**src/rtl/fifo_wr_arbiter_if.sv**
```systemverilog
// Write-side bundle between NUM_REQ producers, the round-robin arbiter and the FIFO write port.
// The slave modport is the arbiter; master is the producer/FIFO environment.
interface fifo_wr_arbiter_if #(
  parameter int NUM_REQ    = 4,
  parameter int DATA_WIDTH = 8
);
  localparam int GRANT_W = $clog2(NUM_REQ);

  logic [NUM_REQ-1:0]            req_valid;
  logic [NUM_REQ*DATA_WIDTH-1:0] req_data;
  logic [NUM_REQ-1:0]            req_ready;
  logic                          fifo_full;
  logic                          fifo_wr_en;
  logic [DATA_WIDTH-1:0]         fifo_din;
  logic [GRANT_W-1:0]            grant_id;
  logic                          busy;

  modport master (
    output req_valid, req_data, fifo_full,
    input  req_ready, fifo_wr_en, fifo_din, grant_id, busy
  );

  modport slave (
    input  req_valid, req_data, fifo_full,
    output req_ready, fifo_wr_en, fifo_din, grant_id, busy
  );
endinterface

```
**src/rtl/fifo_wr_arbiter.sv**
```systemverilog
// Round-robin arbiter sharing one FIFO write port among NUM_REQ producers, bursts of up to MAX_BURST.
// Optional per-requester completed-burst counters: define FIFO_WR_ARB_GRANT_CNT_EN.
//
// state   | meaning
// IDLE    | no owner; pick next valid requester from rr_ptr
// BURST   | owner streams beats to the FIFO until MAX_BURST or valid drops
module fifo_wr_arbiter #(
  parameter int NUM_REQ    = 4,
  parameter int DATA_WIDTH = 8,
  parameter int MAX_BURST  = 4
) (
  input  logic            clk,
  input  logic            rst,
  fifo_wr_arbiter_if.slave bus
`ifdef FIFO_WR_ARB_GRANT_CNT_EN
  ,
  output logic [NUM_REQ*16-1:0] burst_cnt
`endif
);

  localparam int GRANT_W = $clog2(NUM_REQ);
  localparam int CNT_W   = $clog2(MAX_BURST + 1);

  localparam logic [0:0] S_IDLE  = 1'b0;
  localparam logic [0:0] S_BURST = 1'b1;

  logic [0:0]         state_q, state_d;
  logic [GRANT_W-1:0] rr_ptr_q, rr_ptr_d;
  logic [GRANT_W-1:0] owner_q, owner_d;
  logic [CNT_W-1:0]   beat_cnt_q, beat_cnt_d;

  logic               sel_found;
  logic [GRANT_W-1:0] sel_idx;
  logic               in_burst, owner_valid, beat, last_beat, burst_end;

  // Wrap is explicit so non-power-of-2 NUM_REQ never selects a phantom index.
  always_comb begin : rr_select
    int cand;
    sel_found = 1'b0;
    sel_idx   = '0;
    cand      = 0;
    for (int k = 0; k < NUM_REQ; k++) begin
      cand = int'(rr_ptr_q) + k;
      if (cand >= NUM_REQ) cand = cand - NUM_REQ;
      if (!sel_found && bus.req_valid[cand]) begin
        sel_found = 1'b1;
        sel_idx   = GRANT_W'(cand);
      end
    end
  end

  assign in_burst    = (state_q == S_BURST);
  assign owner_valid = bus.req_valid[owner_q];
  assign beat        = in_burst & owner_valid & ~bus.fifo_full;
  assign last_beat   = (beat_cnt_q == CNT_W'(MAX_BURST - 1));
  assign burst_end   = in_burst & (~owner_valid | (beat & last_beat));

  always_comb begin : ready_decode
    bus.req_ready = '0;
    if (in_burst && !bus.fifo_full) bus.req_ready[owner_q] = 1'b1;
  end

  assign bus.fifo_wr_en = beat;
  assign bus.fifo_din   = in_burst ? bus.req_data[int'(owner_q)*DATA_WIDTH +: DATA_WIDTH]
                                   : '0;
  assign bus.grant_id   = owner_q;
  assign bus.busy       = in_burst;

  always_comb begin : next_state
    state_d    = state_q;
    rr_ptr_d   = rr_ptr_q;
    owner_d    = owner_q;
    beat_cnt_d = beat_cnt_q;
    if (state_q == S_IDLE) begin
      if (sel_found) begin
        state_d    = S_BURST;
        owner_d    = sel_idx;
        beat_cnt_d = '0;
      end
    end else begin
      if (burst_end) begin
        state_d    = S_IDLE;
        rr_ptr_d   = (owner_q == GRANT_W'(NUM_REQ - 1)) ? '0 : owner_q + GRANT_W'(1);
        beat_cnt_d = '0;
      end else if (beat) begin
        beat_cnt_d = beat_cnt_q + CNT_W'(1);
      end
    end
  end

  always_ff @(posedge clk or negedge rst) begin
    if (!rst) begin
      state_q    <= S_IDLE;
      rr_ptr_q   <= '0;
      owner_q    <= '0;
      beat_cnt_q <= '0;
    end else begin
      state_q    <= state_d;
      rr_ptr_q   <= rr_ptr_d;
      owner_q    <= owner_d;
      beat_cnt_q <= beat_cnt_d;
    end
  end

`ifdef FIFO_WR_ARB_GRANT_CNT_EN
  logic [15:0] bcnt_q [NUM_REQ];
  logic [15:0] bcnt_d [NUM_REQ];

  // Saturating so a long-running owner never wraps back to a small count.
  always_comb begin : bcnt_next
    bcnt_d = bcnt_q;
    if (burst_end && (bcnt_q[owner_q] != 16'hFFFF))
      bcnt_d[owner_q] = bcnt_q[owner_q] + 16'd1;
  end

  always_ff @(posedge clk or negedge rst) begin
    if (!rst) begin
      for (int i = 0; i < NUM_REQ; i++) bcnt_q[i] <= '0;
    end else begin
      bcnt_q <= bcnt_d;
    end
  end

  for (genvar g = 0; g < NUM_REQ; g++) begin : g_bcnt
    assign burst_cnt[g*16 +: 16] = bcnt_q[g];
  end
`endif

endmodule

```
**src/flat_wrapper.sv**
```systemverilog
// flat-port wrapper written by rule: the top's interface ports become plain ports
module fifo_wr_arbiter_flat 
#(
  parameter int NUM_REQ    = 4,
  parameter int DATA_WIDTH = 8,
  parameter int MAX_BURST  = 4
)
  (clk, rst, bus_req_valid, bus_req_data, bus_fifo_full, bus_req_ready, bus_fifo_wr_en, bus_fifo_din, bus_grant_id, bus_busy);
  fifo_wr_arbiter_if #(.NUM_REQ(NUM_REQ), .DATA_WIDTH(DATA_WIDTH)) bus_i ();
  input  logic clk;
  input  logic rst;
  input wire logic [$bits(bus_i.req_valid)-1:0] bus_req_valid;
  input wire logic [$bits(bus_i.req_data)-1:0] bus_req_data;
  input wire logic [$bits(bus_i.fifo_full)-1:0] bus_fifo_full;
  output wire logic [$bits(bus_i.req_ready)-1:0] bus_req_ready;
  output wire logic [$bits(bus_i.fifo_wr_en)-1:0] bus_fifo_wr_en;
  output wire logic [$bits(bus_i.fifo_din)-1:0] bus_fifo_din;
  output wire logic [$bits(bus_i.grant_id)-1:0] bus_grant_id;
  output wire logic [$bits(bus_i.busy)-1:0] bus_busy;
  assign bus_i.req_valid = bus_req_valid;
  assign bus_i.req_data = bus_req_data;
  assign bus_i.fifo_full = bus_fifo_full;
  assign bus_req_ready = bus_i.req_ready;
  assign bus_fifo_wr_en = bus_i.fifo_wr_en;
  assign bus_fifo_din = bus_i.fifo_din;
  assign bus_grant_id = bus_i.grant_id;
  assign bus_busy = bus_i.busy;
  fifo_wr_arbiter #(.NUM_REQ(NUM_REQ), .DATA_WIDTH(DATA_WIDTH), .MAX_BURST(MAX_BURST)) u_core (.clk(clk), .rst(rst), .bus(bus_i));
endmodule
```
**config.mk**
```make
export PLATFORM = sky130hd
export DESIGN_NAME = fifo_wr_arbiter_flat
export DESIGN_NICKNAME = d
export VERILOG_FILES = /design/src/rtl/fifo_wr_arbiter_if.sv /design/src/rtl/fifo_wr_arbiter.sv /design/src/flat_wrapper.sv
export SDC_FILE = /design/constraint.sdc
export NUM_CORES = 1
export LEC_CHECK = 0
export ABC_AREA = 1
export CORE_ASPECT_RATIO = 0.7
export CORE_MARGIN = 2
export CORE_UTILIZATION = 25
export CTS_BUF_LIST = sky130_fd_sc_hd__clkbuf_16
export CTS_CLUSTER_SIZE = 28
export DETAILED_ROUTE_END_ITERATION = 8
export GPL_TIMING_DRIVEN = 0
export PLACE_DENSITY = 0.58
export SLEW_MARGIN = 20
export SYNTH_ARGS = -nofsm -noshare
export SYNTH_HDL_FRONTEND = slang
export SYNTH_SLANG_ARGS = --single-unit
```
**constraint.sdc**
```tcl
create_clock -name clk -period 1.9 [get_ports clk]
set_clock_uncertainty 0.15 [all_clocks]
set_input_delay 0.19 -clock clk [delete_from_list [all_inputs] [get_ports clk]]
set_output_delay 0.19 -clock clk [all_outputs]
set_load 0.01 [all_outputs]
```
; After elaboration in Yosys (flattened, before gate mapping)
; Cells that the tools add are included.
[word_totals]
wordCells = 86
in_bits = 39
reg_bits = 8
out_inout_bits = 16
[op_classes]
eq_ne = 3
n_mux = 38
add_sub_neg = 9
reduce_logical = 13
order_cmp = 10
bitwise_logic = 8
shift = 1
[ops]
columns = operator, count
row1 = "< comparator 32 x 4 -> 1 bit, second input constant", 4
row2 = two-way mux 32 bit, 4
row3 = ">= comparator 32 x 4 -> 1 bit, second input constant", 3
row4 = "subtractor 32 x 4 -> 32 bit, second input constant", 3
row5 = indexed part select 32 x 6 -> 8 bit, 1
row6 = two-way mux 1 bit, 17
row7 = two-way mux 3 bit, 4
row8 = binary-select mux 1 bit (select 2 bit), 5
row9 = two-way mux 2 bit, 5
row10 = two-way mux 8 bit, 1
row11 = "adder 2 x 2 -> 3 bit, second input constant", 2
row12 = AND reduction 2 bit, 3
row13 = logical AND 1 bit, 5
row14 = AND 1 bit, 4
row15 = logical NOT 1 bit, 4
row16 = two-way mux 4 bit, 1
row17 = "subtractor 2 x 3 -> 4 bit, second input constant", 1
row18 = "adder 2 x 1 -> 3 bit, second input constant", 1
row19 = "adder 3 x 1 -> 3 bit, second input constant", 1
row20 = "equality test 3 x 2 -> 1 bit, second input constant", 1
row21 = ">= comparator 2 x 3 -> 1 bit, second input constant", 1
row22 = "< comparator 2 x 3 -> 1 bit, second input constant", 1
row23 = "!= test 3 bit, second input constant", 1
row24 = inverter 1 bit, 3
row25 = other kinds (6), 6

; Longest topological paths before layout
[logic_depth]
ltp_word = 17
depth_mapped = 11
ltp_nobuf = 11

; Worst setup path before layout
; Ideal clock, no wire load.
[synth_path]
kind = register to output
from = register u_core.owner_q[0], in the netlist u_core.bus.grant_id[0]
to = output bus_fifo_din[0]
path_buffers = 2
required_time_ns = 1.560
setup_slack_ns = 0.307
path_stages_with_launch = 7
arrival_ns = 1.253
path_cell_list = dfrtp_1 buf_4 buf_2 nor2_1 nor2_1 o21ai_0 a21oi_1
[synth_between]
elab_chain_len = 2
[synth_lines]
columns = item, line
row1 = "start, declared", fifo_wr_arbiter.sv:29  ; logic [GRANT_W-1:0] owner_q, owner_d;
row2 = "start signal, assigned", fifo_wr_arbiter.sv:100  ; owner_q <= owner_d;
row3 = indexed part select 32 x 6 -> 8 bit, fifo_wr_arbiter.sv:64  ; assign bus.fifo_din = in_burst ? bus.req_data[int'(owner_q)*DATA_WIDTH +: DATA_WIDTH]
row4 = two-way mux 8 bit, fifo_wr_arbiter.sv:64
row5 = "end, declared", flat_wrapper.sv:17  ; output wire logic [$bits(bus_i.fifo_din)-1:0] bus_fifo_din;
; Every way passes these cells.

; Final worst setup path
[layout_path]
from = register u_core.owner_q[0], in the netlist u_core.bus.grant_id[0]
to = output bus_fifo_wr_en
[layout_between]
elab_chain_len = 4
[layout_lines]
columns = item, line
row1 = binary-select mux 1 bit (select 2 bit), fifo_wr_arbiter.sv:53  ; assign owner_valid = bus.req_valid[owner_q];
row2 = two-way mux 1 bit (implied by the code), fifo_wr_arbiter.sv:53
row3 = AND 1 bit (2 in a row), fifo_wr_arbiter.sv:54  ; assign beat = in_burst & owner_valid & ~bus.fifo_full;
row4 = "end, declared", flat_wrapper.sv:16  ; output wire logic [$bits(bus_i.fifo_wr_en)-1:0] bus_fifo_wr_en;
; Every way passes these cells. The select of a mux whose other input is x is not followed.

==> reports/results.ini <==
[route]
wl_mm = 3.661
via_per_inst = 4.426
drtIter0Drc = 91
ant_nets = 0
post-route-drc-count = 0
drtPass1Iterations = 4
route.vias.total = 1372
wl_per_cell_um = 11.81

[setup_path]
cp_max_fo = 5
crit_chain = buf_8, buf_4, nand2_1, nand3_1, nand2_2, nor2_1, clkdlybuf4s15_1
start_kind = flip-flop
critical_path_buf_inv_count = 3
crit_family = buffers and inverters
cpMaxStageDelayCell = dfrtp_2
r2r_cells = 10
crit_arrival_ps = 1510
worstPathRequired_ps = 1560
worstSetupPathType = flip-flop to output pin
r2r-start = u_core.bus.grant_id[0]$_DFFE_PN0P_
worst_setup_path_end_kind = output pin
reg2reg_slack_ps = 280
slowest_delay_ps = 440
rr_endpoint = u_core.rr_ptr_q[1]$_DFFE_PN0P_

[placed_design]
io_buffers = 54
gp_congestion = 0.8466
dp_cells = 299
dp_hpwl_mm = 2.753
place_area_um2 = 1725

[grt]
overflow = 0
grt_pass1_wl_mm = 5.706
grtUsageTotal_pct = 14.33
grt_max_degree = 12
grt_pass1_vias = 1163
antenna_found_initial = 0

[logic_synthesis]
ys_ff_latch = 8
synth_cell_type_count = 22
synth-seq-area-share_pct = 17.94
syn_avg_cell_area_um2 = 5.874
synth.net_count = 235
synth_cells = 190
synth_area_um2 = 1116
yosys_warnings = 0

[sta]
fin_crit_ps = 1850
max_slew_margin_pct = 74.46
finalSetupViolCount = 0
hold_viol = 0
finalCritPeriodShare_pct = 97.36
maxClockFrequency_mhz = 540.6
worstMarginPinSlew_ps = 381.9
final_max_slew_viol_count = 0

[floorplanning]
core_area_um2 = 4304
fp.dieH_um = 59.90
std_cell_rows = 20
dieWidth_um = 83.86
start_util_pct = 25.93
die-area_um2 = 5023
io_pins = 55

[clock_tree]
cts.sinks = 8
cts_hold_buffers = 0
cts_tree = built
insertion_delay_ps = 230
numCtsBuffers = 3
path_clk_slew_ps = 40
cts-root-buf = clkbuf_16
h-tree-depth = 1
clock_path_buffers = 2

[finish]
multi_input_area_um2 = 800.8
regArea_um2 = 202.7
layout_common_cells = 44 x nor2_1, 41 x clkdlybuf4s50_1, 40 x nand2_1, 15 x o21ai_0, 14 x inv_1
layout.nets = 302
fin_cells = 310
drive_gt1_share_pct = 22.35
final_common_cell = nor2_1
syn_to_final_growth_pct = 66.59
stdcell_area_um2 = 1859
diodes = 0
n_fill_cell = 475

[power_and_ir_drop]
cellPowerDensity_nw_per_um2 = 1569
irDropWorstVdd_mv = 0.8414
cellLeakagePower_nw = 0.9080

[flow_run]
maxCapViolCount = 0

[outcome]
status = finished clean

[worst_hold_path]
hold_path.class = input port to asynchronous set/reset pin

-- where the power goes --
group / internal (mW) / total, mW / switching, mW / leakage (nW)
Combinational: 0.951 / 2.23 / 1.27 / 0.774
Clock: 0.271 / 0.355 / 0.0834 / 0.0370
Sequential: 0.252 / 0.338 / 0.0853 / 0.0970
-- metrics by stage --
stage	total power [mW]	setup TNS [ps]	utilization [%]	hold slack, ps	setup WS, ps
2_1_floorplan	1.710	0	-	-255.6	306.7
3_3_place_gp	2.444	-3782	40.09	341.6	-383.3
3_5_place_dp	2.442	-3826	40.09	347.7	-398.6
4_1_cts	2.894	0	43.34	109.9	1.429
5_1_grt	3.212	-0.4056	43.20	137.1	-0.4056
6_report	2.917	0	43.20	96.25	50.25
-- logic make-up after synthesis --
family	after synthesis	share of synthesized area, %
fa+ha+maj	6	6.726
buf+inv	27	10.31
simple gates	121	50.67
compound gates	28	14.35
flops	8	17.94
-- repair_timing --
action,in CTS,in global routing
hold endpoints to repair,0,0
setup endpoints to repair,13,11
buffers inserted,5,3
resized for setup,35,16
pin swaps,1,2
-- state kept, by name (all words and copies together) (netlist names) --
| name | flops |
|---|---|
| u_core.bus.busy | 1 |
| u_core.rr_ptr_q | 2 |
| u_core.bus.grant_id | 2 |
| u_core.beat_cnt_q | 3 |
-- metal layers --
layer / GRT usage (%) / share of wire (%) / wire length [um] / up-vias
li1: - / - / - / 739
met1: 22.94 / 54 / 1977 / 579
met2: 19.31 / 37 / 1370 / 50
met3: 2.486 / 7.9 / 289 / 4
met4: 3.456 / 0.66 / 24 / 0
met5: 0 / 0 / 0 / -
-- synth_stat cells, drive strengths merged --
cell / number / area share, %
o31ai: 1 / 1.1
inv: 21 / 7.1
buf: 4 / 2.6
and2: 1 / 0.56
o21ai: 17 / 8.6
a31oi: 1 / 0.56
nand4: 4 / 2.2
nor2: 46 / 17
clkbuf: 2 / 0.67
nand2: 53 / 22
a21oi: 9 / 4.0
dfrtp: 8 / 18
nand3: 17 / 9.4
ha: 6 / 6.7
-- how the worst max path moves through the flow --
stage	depth (start not counted)	to	from	slack, ps
after floorplan	6	bus_fifo_din[0]	u_core.bus.grant_id[0]$_DFFE_PN0P_	310
after CTS	7	bus_fifo_din[6]	u_core.bus.grant_id[0]$_DFFE_PN0P_	1
after detailed placement	6	bus_req_ready[0]	u_core.bus.grant_id[0]$_DFFE_PN0P_	-400
after global routing	7	bus_fifo_wr_en	u_core.bus.grant_id[0]$_DFFE_PN0P_	-0.4
final	7	bus_fifo_wr_en	u_core.bus.grant_id[0]$_DFFE_PN0P_	50
after global placement	6	bus_req_ready[2]	u_core.bus.grant_id[0]$_DFFE_PN0P_	-380
-- area by class of cell --
| cell class | instances | share of cell area [%] |
|---|---|---|
| flip-flops and latches | 8 | 10.90 |
| repair buffers | 62 | 30.15 |
| well taps | 55 | 3.701 |
| clock buffers | 3 | 4.038 |
| multi-input cells | 155 | 43.07 |
| plain buffers | 6 | 3.634 |
| inverters | 21 | 4.509 |
(Power assumes the default switching activity.)
==> edit (same settings) <==
`MAX_BURST` is set to 4 in 2 places; all go to 8.
--- a/src/rtl/fifo_wr_arbiter.sv
+++ b/src/rtl/fifo_wr_arbiter.sv
@@ -8,5 +8,5 @@
   parameter int NUM_REQ    = 4,
   parameter int DATA_WIDTH = 8,
-  parameter int MAX_BURST  = 4
+  parameter int MAX_BURST  = 8
 ) (
   input  logic            clk,
--- a/src/flat_wrapper.sv
+++ b/src/flat_wrapper.sv
@@ -4,5 +4,5 @@
   parameter int NUM_REQ    = 4,
   parameter int DATA_WIDTH = 8,
-  parameter int MAX_BURST  = 4
+  parameter int MAX_BURST  = 8
 )
   (clk, rst, bus_req_valid, bus_req_data, bus_fifo_full, bus_req_ready, bus_fifo_wr_en, bus_fifo_din, bus_grant_id, bus_busy);
Function: changed (a bounded check fails within 10 cycles, from zero or initial values and one cycle with rst low).
==> edit against the unedited design <==
Sequential cell count is 1 higher. Total power is 3.5% lower. Routed wire length is 8.8% higher. First-iteration DRC count is 16% lower. Worst setup slack better by 0.033 ns. Final area is 1.7% higher. Die area is 4.5% higher. Area after synthesis is 4.8% higher. Critical path depth is 1 lower. The flow now finishes with violations (design-rule violations). Non-clock buffer count is 1 lower. Worst hold slack better by 0.016 ns. Synthesized cell count is 11% higher. Count of clock-buffer cells in the layout stayed put.
==> edit: results (changes against the unedited design) <==
metric,value,unit,change
pre-CTS setup slack,-0.4941,ns,was -0.3986 ns
Largest register FFs,4,,was 3
most frequent cells after synthesis,"nand2_1, nor2_1, o21ai_0",,"was nor2_1, nand2_1, o21ai_0"
vias,1482,,was 1372
run status,"finished, violations left",,"was complete, no violations"
WL/cell,12.14,um,was 11.81 um
CP arrival,1.48,ns,was 1.51 ns
critical-path maximum fanout,3,,was 5
DRT iter0 DRCs,76,,was 91
failing checks,design-rule violations,,
DP HPWL,2.989,mm,was 2.753 mm
Leak Pwr,0.9496,nW,was 0.9080 nW
Final Non-Filler Cells,328,,was 310
share of post-route cells with drive strength above 1,18.68,%,was 22.35%
Syn Area/Cell,5.571,sq um,was 5.874 sq um
Worst path max stage delay,0.41,ns,was 0.44 ns
Pre-antenna DRT Iters,6,,was 4
worst slew pin tran,0.4295,ns,was 0.3819 ns
Post-DP Area,0.001779,sq mm,was 0.001725 sq mm
register area share after synthesis,19.25,%,was 17.94%
vias in the first global route,1303,,was 1163
Placer Congestion,0.8240,,was 0.8466
Synth async-reset ratio,100.0,%,unchanged
global-route wire length before repair,6.382,mm,was 5.706 mm
Yosys cell types,24,,was 22
placed cell count,319,,was 299
Area contributors post-synth,"dfrtp_1, nand2_1, nor2_1, o21ai_0, nand3_1",,"was dfrtp_1, nor2_1, nand2_1, o21ai_0, ha_1"
GR Util All Layers,15.63,%,was 14.33%
maximum VDD drop,565.3,uV,was 841.4 uV
Synth Net Count,254,,was 235
DRC Markers,9,,was 0
## edit: changes by cell type in the layout (fill, tap and decap cells not counted), sizes merged, moves of 2 or more
cell | unedited run | this run
nand2 | 53 | 68
nand3 | 17 | 19
nand4 | 4 | 2
o21ai | 17 | 21
## edit: per-layer routing
| metal | up-vias | track usage [%] | wire (um) |
|---|---|---|---|
| li1 | 790 | - | - |
| met1 | 638 | 23.46 | 2119 |
| met2 | 52 | 22.66 | 1535 |
| met3 | 2 | 4.021 | 320 |
| met4 | 0 | 2.948 | 8 |
| met5 | - | 0 | 0 |
## edit: area by class of cell
| type | count | area [sq um] |
|---|---|---|
| fillers | 471 | 2537 |
| multi-input cells | 173 | 825.8 |
| repair buffers | 59 | 520.5 |
| flip-flops and latches | 9 | 226.5 |
| plain buffers | 8 | 93.84 |
| inverters | 20 | 77.57 |
| clock buffers | 3 | 75.07 |
| well taps | 55 | 68.82 |
| clock inverters | 1 | 3.754 |
## edit: cells by family after synthesis
group	share of synthesized area, %
AO/OA/AOI/OAI	12.83
XOR/XNOR	1.498
adder cells (fa/ha/maj)	5.348
buffers and inverters	10.80
flip-flops	19.25
AND/OR/NAND/NOR	50.27
## edit: stage by stage
stage	TNS (ns)	hold slack [ns]
6_report	0	0.1124
5_1_grt	-0.05918	0.1464
4_1_cts	0	0.1280
3_5_place_dp	-4.751	0.3705
3_3_place_gp	-4.607	0.3664
2_1_floorplan	0	-0.2556
## edit: final timing paths
kind | startpoint | to | slack (ns) | cells past startpoint
max in group asynchronous | rst | u_core.bus.grant_id[1] | 1.16 | 1
min reg2reg | u_core.beat_cnt_q[1] | u_core.beat_cnt_q[1] | 0.38 | 2
max reg2reg | u_core.rr_ptr_q[1] | u_core.bus.grant_id[0] | 0.25 | 11
min in group clk | u_core.beat_cnt_q[1] | u_core.beat_cnt_q[1] | 0.38 | 2
min | rst | u_core.beat_cnt_q[2] | 0.11 | 1
max | u_core.bus.grant_id[0] | bus_req_ready[3] | 0.08 | 6
## edit: timing repair
item / CTS / global route
setup buffers: 4 / 1
resized for setup: 40 / 20
setup endpoints to repair: 13 / 12
## edit: report_power, final
group          switching (mW)  internal (mW)
sequential             0.0768          0.263
clock                  0.0940          0.275
combinational            1.24          0.864
total                    1.41           1.40
